## config.mk

```make
export PLATFORM = sky130hd
export DESIGN_NAME = piso_shift_reg_async
export DESIGN_NICKNAME = d
export VERILOG_FILES = /design/src/rtl/piso_shift_reg_async.sv
export SDC_FILE = /design/constraint.sdc
export NUM_CORES = 1
export LEC_CHECK = 0
export BUFFER_PORTS_ARGS = -buffer_cell sky130_fd_sc_hd__clkbuf_2
export CAP_MARGIN = 10
export CORE_AREA = 2 2 44 46
export DETAILED_ROUTE_END_ITERATION = 16
export DIE_AREA = 0 0 46 48
export GPL_TIMING_DRIVEN = 0
export MAX_ROUTING_LAYER = met4
export PLACE_DENSITY = 0.62
export SLEW_MARGIN = 10
export SYNTH_ARGS = -nofsm -noshare
export SYNTH_HDL_FRONTEND = slang
export SYNTH_SLANG_ARGS = --single-unit
```

## constraint.sdc

```tcl
create_clock -name clk -period 2.6 [get_ports clk]
set_input_delay 0.52 -clock clk [delete_from_list [all_inputs] [get_ports clk]]
set_output_delay 0.52 -clock clk [all_outputs]
set_load 0.01 [all_outputs]
```

## src/rtl/piso_shift_reg_async.sv

```systemverilog
// Parallel-in serial-out transmitter: loads an N-bit word and sends it LSB first, one bit per accepted beat.
// Latency: the first bit is valid one cycle after the load; done_o pulses the cycle after the last beat is accepted.
// Backpressure: a low ser_ready_i holds the current bit, count and shift state; load_ready_o stays low while a word is in flight.
//
// Ports:
//   clk, reset_ni               clock (rising edge) and asynchronous active-low reset
//   load_valid_i/load_ready_o   parallel load handshake, d_i is the word to send
//   ser_o/ser_valid_o/ser_ready_i  serial bit stream with per-bit handshake
//   busy_o                      a word is being shifted out
//   done_o                      one-cycle pulse after the final beat is accepted
//
// Build option: define PISO_PARITY_EN to append an even-parity beat (^d_i)
// after bit N-1. Without it exactly N beats are sent.

module piso_shift_reg_async #(
  parameter int N = 4
) (
  input  logic         clk,
  input  logic         reset_ni,
  input  logic         load_valid_i,
  output logic         load_ready_o,
  input  logic [N-1:0] d_i,
  output logic         ser_o,
  output logic         ser_valid_o,
  input  logic         ser_ready_i,
  output logic         busy_o,
  output logic         done_o
);

`ifdef PISO_PARITY_EN
  localparam int BEATS = N + 1;
`else
  localparam int BEATS = N;
`endif
  // Wide enough to hold N+1 so the count never wraps inside a word.
  localparam int CW = $clog2(N + 2);

  typedef enum logic {
    IDLE  = 1'b0,
    SHIFT = 1'b1
  } state_t;

  state_t          state_q, state_d;
  logic [N-1:0]    shreg_q, shreg_d;
  logic [CW-1:0]   cnt_q, cnt_d;
  logic            ser_valid_q, ser_valid_d;
  logic            busy_q, busy_d;
  logic            load_ready_q, load_ready_d;
  logic            done_q, done_d;
`ifdef PISO_PARITY_EN
  logic            parity_q, parity_d;
`endif

  logic            beat_acc;
  logic            last_beat;
  logic            ser_bit;

  assign beat_acc  = ser_valid_q & ser_ready_i;
  assign last_beat = (cnt_q == CW'(BEATS - 1));

`ifdef PISO_PARITY_EN
  // Once all N data bits have gone, the parity flop supplies the extra beat.
  assign ser_bit = (cnt_q == CW'(N)) ? parity_q : shreg_q[0];
`else
  assign ser_bit = shreg_q[0];
`endif

  always_comb begin
    state_d      = state_q;
    shreg_d      = shreg_q;
    cnt_d        = cnt_q;
    ser_valid_d  = ser_valid_q;
    busy_d       = busy_q;
    load_ready_d = load_ready_q;
    done_d       = 1'b0;
`ifdef PISO_PARITY_EN
    parity_d     = parity_q;
`endif

    case (state_q)
      IDLE: begin
        if (load_valid_i) begin
          state_d      = SHIFT;
          shreg_d      = d_i;
          cnt_d        = '0;
          ser_valid_d  = 1'b1;
          busy_d       = 1'b1;
          load_ready_d = 1'b0;
`ifdef PISO_PARITY_EN
          parity_d     = ^d_i;
`endif
        end
      end
      SHIFT: begin
        // Without acceptance every piece of state holds, so no bit is lost.
        if (beat_acc) begin
          shreg_d = shreg_q >> 1;
          cnt_d   = cnt_q + CW'(1);
          if (last_beat) begin
            state_d      = IDLE;
            ser_valid_d  = 1'b0;
            busy_d       = 1'b0;
            load_ready_d = 1'b1;
            done_d       = 1'b1;
          end
        end
      end
      default: begin
        state_d = IDLE;
      end
    endcase
  end

  always_ff @(posedge clk or negedge reset_ni) begin
    if (!reset_ni) begin
      state_q      <= IDLE;
      shreg_q      <= '0;
      cnt_q        <= '0;
      ser_valid_q  <= 1'b0;
      busy_q       <= 1'b0;
      load_ready_q <= 1'b1;
      done_q       <= 1'b0;
`ifdef PISO_PARITY_EN
      parity_q     <= 1'b0;
`endif
    end else begin
      state_q      <= state_d;
      shreg_q      <= shreg_d;
      cnt_q        <= cnt_d;
      ser_valid_q  <= ser_valid_d;
      busy_q       <= busy_d;
      load_ready_q <= load_ready_d;
      done_q       <= done_d;
`ifdef PISO_PARITY_EN
      parity_q     <= parity_d;
`endif
    end
  end

  // Serial bit is forced low whenever no beat is being offered.
  assign ser_o        = ser_valid_q & ser_bit;
  assign ser_valid_o  = ser_valid_q;
  assign busy_o       = busy_q;
  assign load_ready_o = load_ready_q;
  assign done_o       = done_q;

endmodule

```

==> impl_metrics.toml <==
[placed_design]
place.gp.congestion = 0.692
placedInstanceArea_sq_um = 677
hpwlAfterDp_microns = 842
numPlacedInstances = 82
port_buffers = 11

[synthesis]
yosys.cell_types.count = 25
syn_area_per_cell_sq_um = 11.1
synth.most_common_cell = "dfrtp_1"
synth_cells = 54
yosysTopAreaCell = "dfrtp_1"
ys_warn_count = 0
synth_nets = 64
synth_edf_count = 0
synthTopCellsByCount = "dfrtp_1, nand4b_1, or3b_2"
ys_seq_area_frac = 0.460
ys_top_cells_by_area = "dfrtp_1, nand4b_1, or3b_2, o311a_1, dfstp_2"
ys_ff_latch = 11
synth_top_area_share = 0.417
async_flop_share = 1.00
synth-main-ff-cell = "dfrtp_1"
syn_area_sq_um = 601

[detailed_routing]
avgRoutedWirePerCell_microns = 14.0
final_antenna_net_count = 0
first_iter_violations = 2
vias = 456
routed_wl_mm = 1.21
dr.pass1.iters = 4
vias_per_cell = 5.30
drc_errors = 0

[final_layout]
area_growth_pct = 17.1
utilization = 0.416
final_cells = 86
fillers = 189
finalNetCount = 80
stdcell_area_sq_um = 703
insertedDiodeCount = 0
drive_gt1_frac = 0.420

[floorplan]
core_area_sq_um = 1690
die_h_microns = 48
num_io_pins = 13
dieArea_sq_um = 2210
start_util = 0.356
die_w_microns = 46
rows = 15

[outcome]
outcome = "complete, no violations"

[sta]
slew-limit-headroom = 0.684
setup_tns_ns = 0
fmax_ghz = 0.601
slew_violations = 0
timing.final.crit_share = 0.640
clock_skew_ns = 0.000603
finalSetupViolCount = 0
period_minus_slack_ns = 1.66
rsz0062_at_grt = "false"
worst_slew_pin_slew_ns = 0.473
hold_viol = 0

[critical_path]
cp_cell_sequence = "buf_2 -> and2_1 -> clkbuf_2"
crit_fanout = 10
cp.depth = 3
max_stage_delay_ns = 0.40
cp_top_family = "flip-flops"
worstRegToRegCells = 4
r2r_end = "busy_o"
crit_path_end_kind = "primary output"
worst-path-buf-inv = 2
endpoint = "ser_o"
crit_required_ns = 2.08
r2r_slack_ns = 1.35
critPathKind = "reg -> out"
critPathLaunch = "busy_o"
critPathLaunchType = "flip-flop"
slowest_stage = "dfrtp_1"
timing.rr.start = "cnt_q[0]"
cp_data_arrival_time_ns = 1.14

[clock_network]
cts_buffers = 3
cts.repair.resized = 0
hold_buffers = 0
clock_latency_ns = 0.26
cts.sinks = 11
clock_path_buffers = 2
cts_setup_buffers = 0
cts_tree = "yes"
cts-root-buf = "clkbuf_4"
clk_pin_slew_worst_paths_ns = 0.07
htreeDepth = 1

[global_route]
grtUsageTotal = 0.132
grt_max_degree = 12
antenna_found_initial = 0
grt_pass1_vias = 425
grt.overflow.total = 0
grt_pass1_wl_mm = 1.97

[pwr]
ir_drop_uv = 353
power.total_uw = 490
p_per_area_nw_per_um2 = 697
cellLeakagePower_uw = 0.000312

[worst_hold_path]
hold_path_class = "in -> async"

[flow_run]
maxCapViolCount = 0
logic make-up after synthesis:
logic type / share of synthesized area
buffers and inverters: 0.0937
AOI/OAI and AO/OA: 0.150
adders and majority gates: 0.0417
and+or+nand+nor: 0.254
DFF: 0.460
sequential cells by signal, indices dropped and copies added, names as in the netlist:
register,count
cnt_q,3
state_q,1
busy_o,1
shreg_q,4
done_o,1
load_ready_o,1
how the worst min path moves through the flow:
stage | endpoint | depth (start not counted) | start
floorplan | busy_o | 0 | reset_ni
global placement | busy_o | 1 | reset_ni
detailed placement | cnt_q[2] | 1 | reset_ni
CTS | shreg_q[3] | 1 | reset_ni
global route | shreg_q[3] | 1 | reset_ni
finish | busy_o | 1 | reset_ni
layout by cell type (no fill, tap or decap), drive strengths merged, types with 2 or more instances in the layout:
master  netlist  routed
ha            2       2
o311a         3       3
clkbuf        0      15
nand2         2       2
o31ai         2       2
nor2          2       2
nand4b        5       5
buf           6       6
and2          3       3
a21oi         2       2
inv           3       3
dfrtp        10      10
or3b          4       4
per-stage QoR:
step | hold WS (ns) | worst slack (ns)
detailed placement | 0.420 | 1.17
finish | 0.123 | 0.936
global route | 0.141 | 0.850
CTS | 0.119 | 0.917
global placement | 0.410 | 1.18
floorplan | 0.224 | 1.25
report_power, final:
part	internal, uW	leakage, uW	switching, uW	total, uW
sequential	229	0.000131	30.7	260
clock	59.3	0.0000150	54.6	114
combinational	70.4	0.000165	46.4	117
total	359	0.000312	132	490
routing by layer:
metal  up-vias  track usage  wire length, microns
li1        227            -                     -
met1       216        0.153                   545
met2        13        0.228                   611
met3         0       0.0453                    50
met4         0       0.0171                     0
met5         -            -                     0
layout make-up:
class / count / area [sq um] / share of cell area
flip-flops and latches: 11 / 277 / 0.393
multi-input cells: 34 / 268 / 0.381
repair buffers: 11 / 55.1 / 0.0783
plain buffers: 6 / 45.0 / 0.0641
clock buffers: 4 / 26.3 / 0.0374
well taps: 17 / 21.3 / 0.0302
inverters: 3 / 11.3 / 0.0160
No activity file was read; power rests on OpenSTA's default activity.
